File: config.mk
export PLATFORM = sky130hd
export DESIGN_NAME = alu_issue_stage
export DESIGN_NICKNAME = d
export VERILOG_FILES = /design/src/rtl/riscv_pkg.sv /design/src/rtl/operand_fwd_mux.sv /design/src/rtl/alu_issue_stage.sv
export SDC_FILE = /design/constraint.sdc
export NUM_CORES = 1
export LEC_CHECK = 0
export BUFFER_PORTS_ARGS = -buffer_cell sky130_fd_sc_hd__buf_4
export CAP_MARGIN = 20
export CORE_AREA = 2 2 145 147
export DETAILED_ROUTE_END_ITERATION = 8
export DIE_AREA = 0 0 147 149
export GPL_TIMING_DRIVEN = 1
export PLACE_DENSITY = 0.69
export REMOVE_ABC_BUFFERS = 1
export SLEW_MARGIN = 20
export SYNTH_ARGS = -nofsm -noshare
export SYNTH_HDL_FRONTEND = slang
export SYNTH_SLANG_ARGS = --single-unit
File: constraint.sdc
create_clock -name clk -period 5.9 [get_ports clk]
set_input_delay 0.885 -clock clk [delete_from_list [all_inputs] [get_ports clk]]
set_output_delay 0.885 -clock clk [all_outputs]
set_load 0.01 [all_outputs]
File: src/rtl/riscv_pkg.sv
// Shared definitions for the ID/EX issue stage.
//   XLEN, REG_ADDR_W : datapath and register-index widths
//   F3_*             : ALU funct3 encodings
//   id_ex_t          : fields held in the ID/EX register
package riscv_pkg;

  localparam int unsigned XLEN       = 32;
  localparam int unsigned REG_ADDR_W = 5;
  localparam int unsigned F3_W       = 3;

  localparam logic [F3_W-1:0] F3_ADD  = 3'b000;
  localparam logic [F3_W-1:0] F3_SLL  = 3'b001;
  localparam logic [F3_W-1:0] F3_SLT  = 3'b010;
  localparam logic [F3_W-1:0] F3_SLTU = 3'b011;
  localparam logic [F3_W-1:0] F3_XOR  = 3'b100;
  localparam logic [F3_W-1:0] F3_SR   = 3'b101;
  localparam logic [F3_W-1:0] F3_OR   = 3'b110;
  localparam logic [F3_W-1:0] F3_AND  = 3'b111;

  typedef struct packed {
    logic [XLEN-1:0]       operand_a;
    logic [XLEN-1:0]       operand_b;
    logic [F3_W-1:0]       funct3;
    logic                  funct7;
    logic [XLEN-1:0]       store_data;
    logic [REG_ADDR_W-1:0] rd;
    logic                  reg_write;
    logic                  is_load;
  } id_ex_t;

endpackage

File: src/rtl/operand_fwd_mux.sv
// Priority bypass for one source register: x0, EX, MEM, WB, then register file.
//   r, rf            : source index and register-file read data
//   ex_*, alu_result : instruction currently held in EX
//   mem_*, wb_*      : later-stage write-back ports
//   fwd_c            : resolved operand (combinational)
module operand_fwd_mux
  import riscv_pkg::*;
(
  input  logic [REG_ADDR_W-1:0] r,
  input  logic [XLEN-1:0]       rf,
  input  logic                  ex_valid,
  input  logic                  ex_reg_write,
  input  logic                  ex_is_load,
  input  logic [REG_ADDR_W-1:0] ex_rd,
  input  logic [XLEN-1:0]       alu_result,
  input  logic                  mem_fwd_valid,
  input  logic [REG_ADDR_W-1:0] mem_fwd_rd,
  input  logic [XLEN-1:0]       mem_fwd_data,
  input  logic                  wb_fwd_valid,
  input  logic [REG_ADDR_W-1:0] wb_fwd_rd,
  input  logic [XLEN-1:0]       wb_fwd_data,
  output logic [XLEN-1:0]       fwd_c
);

  // A load in EX has no data yet; the hazard logic stalls until MEM has it.
  always_comb begin
    fwd_c = rf;
    if (r == '0) begin
      fwd_c = '0;
    end else if (ex_valid && ex_reg_write && !ex_is_load && (ex_rd == r)) begin
      fwd_c = alu_result;
    end else if (mem_fwd_valid && (mem_fwd_rd == r)) begin
      fwd_c = mem_fwd_data;
    end else if (wb_fwd_valid && (wb_fwd_rd == r)) begin
      fwd_c = wb_fwd_data;
    end
  end

endmodule

File: src/rtl/alu_issue_stage.sv
// ID/EX issue stage: accepts decoded instructions, resolves operands through
// the bypass network, stalls one cycle on load-use, and holds ALU inputs.
//   id_*            : decoded instruction from decode (valid/ready)
//   alu_result      : EX result of the held instruction (bypass source)
//   mem_fwd_*/wb_*  : later-stage bypass sources
//   ex_*/operand*/funct* : registered instruction toward the ALU (valid/ready)
//   flush           : drops held and incoming instruction
module alu_issue_stage
  import riscv_pkg::*;
(
  input  logic                  clk,
  input  logic                  rst,
  input  logic                  flush,
  input  logic                  id_valid,
  output logic                  id_ready,
  input  logic [XLEN-1:0]       id_pc,
  input  logic [REG_ADDR_W-1:0] id_rs1,
  input  logic [REG_ADDR_W-1:0] id_rs2,
  input  logic                  id_uses_rs1,
  input  logic                  id_uses_rs2,
  input  logic [XLEN-1:0]       id_rs1_data,
  input  logic [XLEN-1:0]       id_rs2_data,
  input  logic [XLEN-1:0]       id_imm,
  input  logic                  id_use_imm,
  input  logic                  id_use_pc,
  input  logic [F3_W-1:0]       id_funct3,
  input  logic                  id_funct7,
  input  logic [REG_ADDR_W-1:0] id_rd,
  input  logic                  id_reg_write,
  input  logic                  id_is_load,
  input  logic [XLEN-1:0]       alu_result,
  input  logic                  mem_fwd_valid,
  input  logic [REG_ADDR_W-1:0] mem_fwd_rd,
  input  logic [XLEN-1:0]       mem_fwd_data,
  input  logic                  wb_fwd_valid,
  input  logic [REG_ADDR_W-1:0] wb_fwd_rd,
  input  logic [XLEN-1:0]       wb_fwd_data,
  input  logic                  ex_ready,
  output logic                  ex_valid,
  output logic [XLEN-1:0]       operandA,
  output logic [XLEN-1:0]       operandB,
  output logic [F3_W-1:0]       funct3,
  output logic                  funct7,
  output logic [XLEN-1:0]       ex_store_data,
  output logic [REG_ADDR_W-1:0] ex_rd,
  output logic                  ex_reg_write,
  output logic                  ex_is_load
);

  id_ex_t          q;
  id_ex_t          d_c;
  logic            valid_q;
  logic [XLEN-1:0] rs1_fwd_c;
  logic [XLEN-1:0] rs2_fwd_c;
  logic            hazard_c;
  logic            take_c;

  operand_fwd_mux u_fwd_rs1 (
    .r             (id_rs1),
    .rf            (id_rs1_data),
    .ex_valid      (valid_q),
    .ex_reg_write  (q.reg_write),
    .ex_is_load    (q.is_load),
    .ex_rd         (q.rd),
    .alu_result    (alu_result),
    .mem_fwd_valid (mem_fwd_valid),
    .mem_fwd_rd    (mem_fwd_rd),
    .mem_fwd_data  (mem_fwd_data),
    .wb_fwd_valid  (wb_fwd_valid),
    .wb_fwd_rd     (wb_fwd_rd),
    .wb_fwd_data   (wb_fwd_data),
    .fwd_c         (rs1_fwd_c)
  );

  operand_fwd_mux u_fwd_rs2 (
    .r             (id_rs2),
    .rf            (id_rs2_data),
    .ex_valid      (valid_q),
    .ex_reg_write  (q.reg_write),
    .ex_is_load    (q.is_load),
    .ex_rd         (q.rd),
    .alu_result    (alu_result),
    .mem_fwd_valid (mem_fwd_valid),
    .mem_fwd_rd    (mem_fwd_rd),
    .mem_fwd_data  (mem_fwd_data),
    .wb_fwd_valid  (wb_fwd_valid),
    .wb_fwd_rd     (wb_fwd_rd),
    .wb_fwd_data   (wb_fwd_data),
    .fwd_c         (rs2_fwd_c)
  );

  // Load-use: consumer reads the rd of a load still in EX.
  always_comb begin
    hazard_c = valid_q && q.is_load && (q.rd != '0) && id_valid &&
               ((id_uses_rs1 && (id_rs1 == q.rd)) ||
                (id_uses_rs2 && (id_rs2 == q.rd)));
    id_ready = (!valid_q || ex_ready) && !hazard_c && !flush && !rst;
    take_c   = id_valid && id_ready;
  end

  // Next held contents; ADDI has no subtract form so funct7 is forced low.
  always_comb begin
    d_c            = '0;
    d_c.operand_a  = id_use_pc  ? id_pc  : rs1_fwd_c;
    d_c.operand_b  = id_use_imm ? id_imm : rs2_fwd_c;
    d_c.funct3     = id_funct3;
    d_c.funct7     = (id_use_imm && (id_funct3 == F3_ADD)) ? 1'b0 : id_funct7;
    d_c.store_data = rs2_fwd_c;
    d_c.rd         = id_rd;
    d_c.reg_write  = id_reg_write;
    d_c.is_load    = id_is_load;
  end

  // Stage register: reset beats flush beats capture; data kept on drain/flush.
  always_ff @(posedge clk) begin
    if (rst) begin
      valid_q <= 1'b0;
      q       <= '0;
    end else if (flush) begin
      valid_q <= 1'b0;
    end else if (take_c) begin
      valid_q <= 1'b1;
      q       <= d_c;
    end else if (valid_q && ex_ready) begin
      valid_q <= 1'b0;
    end
  end

  always_comb begin
    ex_valid      = valid_q;
    operandA      = q.operand_a;
    operandB      = q.operand_b;
    funct3        = q.funct3;
    funct7        = q.funct7;
    ex_store_data = q.store_data;
    ex_rd         = q.rd;
    ex_reg_write  = q.reg_write;
    ex_is_load    = q.is_load;
  end

endmodule
* After elaboration in Yosys (flattened, before gate mapping)
Index checks and enable logic that the tools add are counted.
** Operators by class
- Mux-type cells :: 13
- Eq/ne operators :: 8
- Reduce and logical (&&, ||, !) cells :: 34
- Bitwise gates (word level) :: 1
** Operator list (count)
- 2-to-1 mux 32 bit :: 10
- == test 5 bit :: 8
- logical AND 1 bit :: 20
- zero test 5 bit :: 2
- zero test 1 bit :: 5
- nonzero test 5 bit :: 1
- zero test 3 bit :: 1
- 2-to-1 mux 1 bit :: 3
- logical OR 1 bit :: 2
- AND reduction 2 bit :: 1
- nonzero test 2 bit :: 1
- OR reduction 2 bit :: 1
- NOT 1 bit :: 1
** Word-level totals
- Word-level logic and storage cells :: 65
- Output and inout port bits :: 109
- Register bits after elaboration :: 108
- Bits of input ports :: 266

* Longest topological paths before layout
- Depth after elaboration :: 10
- Mapped depth :: 8
- Mapped depth without buffers :: 6

* By module
A second synthesis with hierarchy kept.
** Unflattened totals
- Cell total of the unflattened synthesis :: 1146
- Area, all modules :: 9659.3 um2
** Modules (own cells, without submodules)
- alu_issue_stage :: area each 6829.0 um2, cells an instance 790, instances 1
- operand_fwd_mux :: area each 1415.1 um2, cells an instance 178, instances 2

* Worst setup path after synthesis
No wires, ideal clock.
- Path type :: input to register
- From :: input id_rs2[1]
- To :: register q (netlist bit ex_store_data[0])
- Stages on the path :: 7
- Data arrival time :: 2506 ps
- Library setup time :: 117 ps
- Required time :: 5783 ps
- Slack :: 3276 ps
- Path through :: xor2_1 -> nor4_2 -> nand3_2 -> buf_6 -> mux2_4 -> or3_1 -> a32o_1
** On the way
- Longest elaborated chain between the ends :: 10
- Elaborated cells on any way between the ends :: 21
- Classes of those cells :: 4 x eq/ne; 4 x mux; 13 x reduce/logical
** RTL lines
- from (decl) :: line alu_issue_stage.sv:18 : input logic [REG_ADDR_W-1:0] id_rs2,
- == test 5 bit :: line operand_fwd_mux.sv:30, alu_issue_stage.sv:96
- logical AND 1 bit :: line alu_issue_stage.sv:96 : (id_uses_rs2 && (id_rs2 == q.rd)));
- logical OR 1 bit :: line alu_issue_stage.sv:95 : ((id_uses_rs1 && (id_rs1 == q.rd)) ||
- logical AND 1 bit :: line alu_issue_stage.sv:94 : hazard_c = valid_q && q.is_load && (q.rd != '0) && id_valid &&
- zero test 1 bit :: line alu_issue_stage.sv:97 : id_ready = (!valid_q || ex_ready) && !hazard_c && !flush && !rst;
- logical AND 1 bit (3 in series) :: line alu_issue_stage.sv:97
- logical AND 1 bit :: line alu_issue_stage.sv:98 : take_c = id_valid && id_ready;
- AND reduction 2 bit (no source line)
- to (signal assigned) :: line alu_issue_stage.sv:118 : q <= '0;
- to (signal assigned) :: line alu_issue_stage.sv:123 : q <= d_c;
- to (decl) :: line alu_issue_stage.sv:50 : id_ex_t q;
Several ways; a longest one is shown, not always the timed one.
A chain may end at the register's enable or synchronous reset.

* Final worst setup path
- From :: input id_rs1[2]
- To :: register q (netlist bit operandA[13])
** On the way
- Longest elaborated chain between the ends :: 10
- Elaborated cells on any way between the ends :: 22
- Classes of those cells :: 4 x eq/ne; 5 x mux; 13 x reduce/logical
** RTL lines
- from (decl) :: line alu_issue_stage.sv:17 : input logic [REG_ADDR_W-1:0] id_rs1,
- == test 5 bit :: line operand_fwd_mux.sv:30, alu_issue_stage.sv:95
- logical AND 1 bit :: line alu_issue_stage.sv:95
- logical OR 1 bit :: line alu_issue_stage.sv:95
- logical AND 1 bit :: line alu_issue_stage.sv:94
- zero test 1 bit :: line alu_issue_stage.sv:97
- logical AND 1 bit (3 in series) :: line alu_issue_stage.sv:97
- logical AND 1 bit :: line alu_issue_stage.sv:98
- AND reduction 2 bit (no source line)
Several ways; a longest one is shown, not always the timed one.

==> summary.md <==
For the clock insertion delay at the later pin of the skew report, the log shows 0.35 ns. The logs give 3.74 ns for the worst endpoint data arrival time and 375 for the number of primary I/O pins. Summing the areas of all compound-gate instances in the mapped netlist gives 37.0% of the synthesized area.

The tools report the number of nets with antenna violations after routing as 0. Before CTS, the worst setup slack after placement is 2.12 ns. Summing the areas of all xor and xnor instances in the mapped netlist gives 3.75% of the synthesized area. The die covers 0.0219 mm². After detailed placement, the total cell area comes to 0.00997 mm². The path category of the worst min-delay check was flip-flop to flip-flop. For the sequential area share after synthesis, the log shows 30.9%. Setup repair after global routing left no endpoint under its margin. The tools report the element type at the critical path end as a flip-flop. CTS saw 108 sinks. The most numerous cell type found on the critical path is sky130_fd_sc_hd__buf_4. The largest single stage delay on the critical path is 0.82 ns. Power comes to 0.00189 W. Across the run, the number of max-cap violations was 0. The number of buffer cells added on primary ports came out at 374.

Counting flops with an async set or reset pin after synthesis yields a share of 0%. Vertical die dimension: 149 µm. The worst setup path is launched from an input pin.

The synthesized netlist devotes 11.0% of its cell area to simple gates. After layout, the minimum clock period comes to 3.45 ns. The beginning of the worst hold path is funct3[1]. For the initial antenna violation count, the log shows 0.

The run finished with clean final reports. The congestion estimate from routability-driven global placement came to 0.852. Including well taps, the total number of placed cells is 1,388. TritonCTS built the clock tree.

For the number of post-CTS setup repair buffers, the log shows 0. The final layout contains 1,390 nets. The number of gates resized after CTS was 0. The tools report the CTS root buffer as sky130_fd_sc_hd__clkbuf_16.

The tools report the worst slew margin relative to its limit as 29.7%. Setup violations remaining at the end of the flow were counted as 0. For this design, the CTS-stage hold fixing added 0 buffers.

The hold violation count in the final report was 0; the antenna diode instance count was 0. Global routing used 27.3% of the available tracks across all layers. Counting the buffers created by CTS gives 9.

After clock tree synthesis, the clock-pin slew on the worst setup and hold paths is 0.07 ns. The tools report the origin of the worst setup path as id_rs1[2]. The critical path in this run is classified as input pin to flip-flop. The tools report the count of distinct cell types in the synthesized netlist as 43. Standard cell with the maximum stage delay on the critical path: sky130_fd_sc_hd__nand2_1. The adder-cell area share of the yosys netlist came out at 0%. The routed length per placed instance was 22.2 µm. The half-perimeter wire length after placement is 21,700 µm. Dividing the final minimum period by the clock period gives 58.5%.

The required time reported for the critical path endpoint came out at 6.18 ns. The post-synthesis instance area is 0.00701 mm², and the via count of the routed design is 8,208. Detail-routed via count per cell: 5.85. Fill cells in the final layout number 2,022.

Synthesis inferred 108 register bits. Along the worst path, the maximum fanout reaches 34. The finished layout holds 1,402 standard cells, fillers aside. The via count of the first global-routing pass came out at 8,126. The tools report the leakage power summed over all cells as 4.33 nW. For this run, the leading register cell type out of synthesis is sky130_fd_sc_hd__dfxtp_1. The floorplan step set the die width to 147 µm. Synthesis produced 816 cells. The tools report the violation count after the first detailed-routing iteration as 481. The startpoint identified for the worst register-to-register timing path is ex_rd[2]. In the routed design, unresolved DRC markers number 0.

The share of post-route cells with drive strength above 1 is 42.6%, and the number of core rows is 53. Clock skew on the completed layout was measured at 0.0101 ns. The mean cell area of the mapped netlist came out at 8.59 µm². For this block, the routed nets add up to 31,100 µm of wire. Maximum buffer depth of the clock tree: 2. The number of synthesis warnings is 0, and the mux contribution to synthesized area is 11.9%. The layout overhead on the synthesized area was 46.0%; the final setup slack of the worst path was 2.45 ns.

For the max-slew violation count, the log shows 0. The count of H-tree levels built during CTS was 3; the leftover overflow at the end of global routing was 0. The largest family of logic cells by synthesized area was compound AO/OA/AOI/OAI gates.

Dividing total power by cell area gives a power density of 185 mW/mm². Entering global routing, the biggest net connects 67 pins. The tools report the first-pass GRT wire length as 47,000 µm. The first TritonRoute pass finished after 5 iterations. Final standard cell area without fillers: 0.0102 mm². The signal on the critical path passes through buf_4, xor2_1, nor3_1, nand3_2, nand2_1, buf_4, o221ai_1, a21oi_1. The transition time of the tightest slew-check pin is 1.05 ns, and the fmax is 289 MHz. The total area inside the core boundary comes to 0.0206 mm². Counting flops with a built-in enable in the synthesized netlist gives 0. The effective utilization at floorplan came out at 34.1%. The worst-case IR drop observed on VDD is 0.000120 V.
-- flip-flops by register name, summed over array words and instances, names as in the netlist --
name,flops
funct3,3
operandA,32
ex_store_data,32
ex_rd,5
ex_valid,1
operandB,32
funct7,1
ex_reg_write,1
ex_is_load,1
-- cell usage in the layout, fill, tap and decap left out, types with 2 or more instances in the layout --
cell,n
sky130_fd_sc_hd__nand3_1,34
sky130_fd_sc_hd__a21oi_4,2
sky130_fd_sc_hd__nand2_1,56
sky130_fd_sc_hd__buf_4,386
sky130_fd_sc_hd__dfxtp_1,108
sky130_fd_sc_hd__clkbuf_1,2
sky130_fd_sc_hd__o21a_1,32
sky130_fd_sc_hd__nor2_1,2
sky130_fd_sc_hd__o21ai_0,32
sky130_fd_sc_hd__nand2_2,2
sky130_fd_sc_hd__nand3_2,2
sky130_fd_sc_hd__xnor2_1,6
sky130_fd_sc_hd__nor2_4,3
sky130_fd_sc_hd__clkbuf_16,9
sky130_fd_sc_hd__nor3b_1,3
sky130_fd_sc_hd__a32o_1,33
sky130_fd_sc_hd__a22oi_1,32
sky130_fd_sc_hd__a21oi_1,107
sky130_fd_sc_hd__xor2_1,24
sky130_fd_sc_hd__o22a_1,32
sky130_fd_sc_hd__nor4_1,2
sky130_fd_sc_hd__a31oi_1,33
sky130_fd_sc_hd__a211o_1,32
sky130_fd_sc_hd__o221ai_1,32
sky130_fd_sc_hd__nor3_1,3
sky130_fd_sc_hd__mux2_2,33
sky130_fd_sc_hd__or3_1,33
sky130_fd_sc_hd__mux2_4,30
-- path summary, 6_finish.rpt --
path	to	slack (ns)	cells after the start
max	operandA[13]	2.45	8
min	funct3[1]	0.46	2
max reg2reg	operandA[13]	2.68	7
min reg2reg	funct3[1]	0.46	2
-- routing by layer --
metal | vias up | track usage, % | part of all wire (%)
li1 | 3783 | - | -
met1 | 3929 | 34.4 | 41
met2 | 430 | 46.2 | 48
met3 | 66 | 5.35 | 8.0
met4 | 0 | 10.9 | 3.2
met5 | - | 0 | 0
-- report_power, final --
part           switching, W  internal, W
clock              0.000286     0.000294
combinational      0.000235     0.000274
sequential        0.0000270     0.000774
total              0.000548      0.00134
-- cells by family (layout without fill, tap and decap cells) --
family	Yosys count	in the layout
AOI/OAI and AO/OA	370	370
xor gates and xnor gates	30	30
buffers and inverters	92	403
DFF	108	108
muxes	64	64
and+or+nand+nor	152	152
-- critical path, delay by kind of cell --
family                    cells  cell delay (ns)
buffers and inverters         2             0.53
AOI/OAI and AO/OA             2             0.31
and+or+nand+nor               3             1.84
xor gates and xnor gates      1             0.13
-- cell type report --
cell class	count	area [µm²]	area share, %
inverters	2	7.51	0.0734
clock inverters	2	12.5	0.122
multi-input cells	616	4540	44.4
flip-flops and latches	108	2160	21.1
repair buffers	387	2920	28.5
well taps	275	344	3.36
clock buffers	12	246	2.41
-- synthesized netlist by cell type (2+ instances only) --
cell type	number	area (µm²)
sky130_fd_sc_hd__o221ai_1	32	280
sky130_fd_sc_hd__nand2_1	58	218
sky130_fd_sc_hd__dfxtp_1	108	2160
sky130_fd_sc_hd__xnor2_1	6	52.6
sky130_fd_sc_hd__buf_2	12	60.1
sky130_fd_sc_hd__a211o_1	32	280
sky130_fd_sc_hd__mux2_2	33	372
sky130_fd_sc_hd__a21oi_1	108	541
sky130_fd_sc_hd__nor2_1	5	18.8
sky130_fd_sc_hd__buf_6	3	33.8
sky130_fd_sc_hd__o21ai_0	32	160
sky130_fd_sc_hd__nor3_1	4	20.0
sky130_fd_sc_hd__or3_1	33	206
sky130_fd_sc_hd__a31oi_1	33	206
sky130_fd_sc_hd__a22oi_1	32	240
sky130_fd_sc_hd__nand3_1	35	175
sky130_fd_sc_hd__and3_1	2	12.5
sky130_fd_sc_hd__nor4_2	2	25.0
sky130_fd_sc_hd__o21a_1	32	240
sky130_fd_sc_hd__buf_1	2	7.51
sky130_fd_sc_hd__nor4_1	2	12.5
sky130_fd_sc_hd__xor2_1	24	210
sky130_fd_sc_hd__mux2_4	30	450
sky130_fd_sc_hd__clkbuf_1	72	270
sky130_fd_sc_hd__nor3b_1	3	22.5
sky130_fd_sc_hd__a32o_1	33	330
sky130_fd_sc_hd__o22a_1	32	280
-- per-stage QoR --
stage	hold WS, ns	util, %	TNS (ns)
2_1_floorplan	0.474	-	-13.80
3_3_place_gp	0.444	48.4	0
3_5_place_dp	0.451	48.5	0
4_1_cts	0.463	49.8	0
5_1_grt	0.490	49.8	0
6_report	0.464	49.8	0
Note: power is estimated with default switching activity, not from simulation.
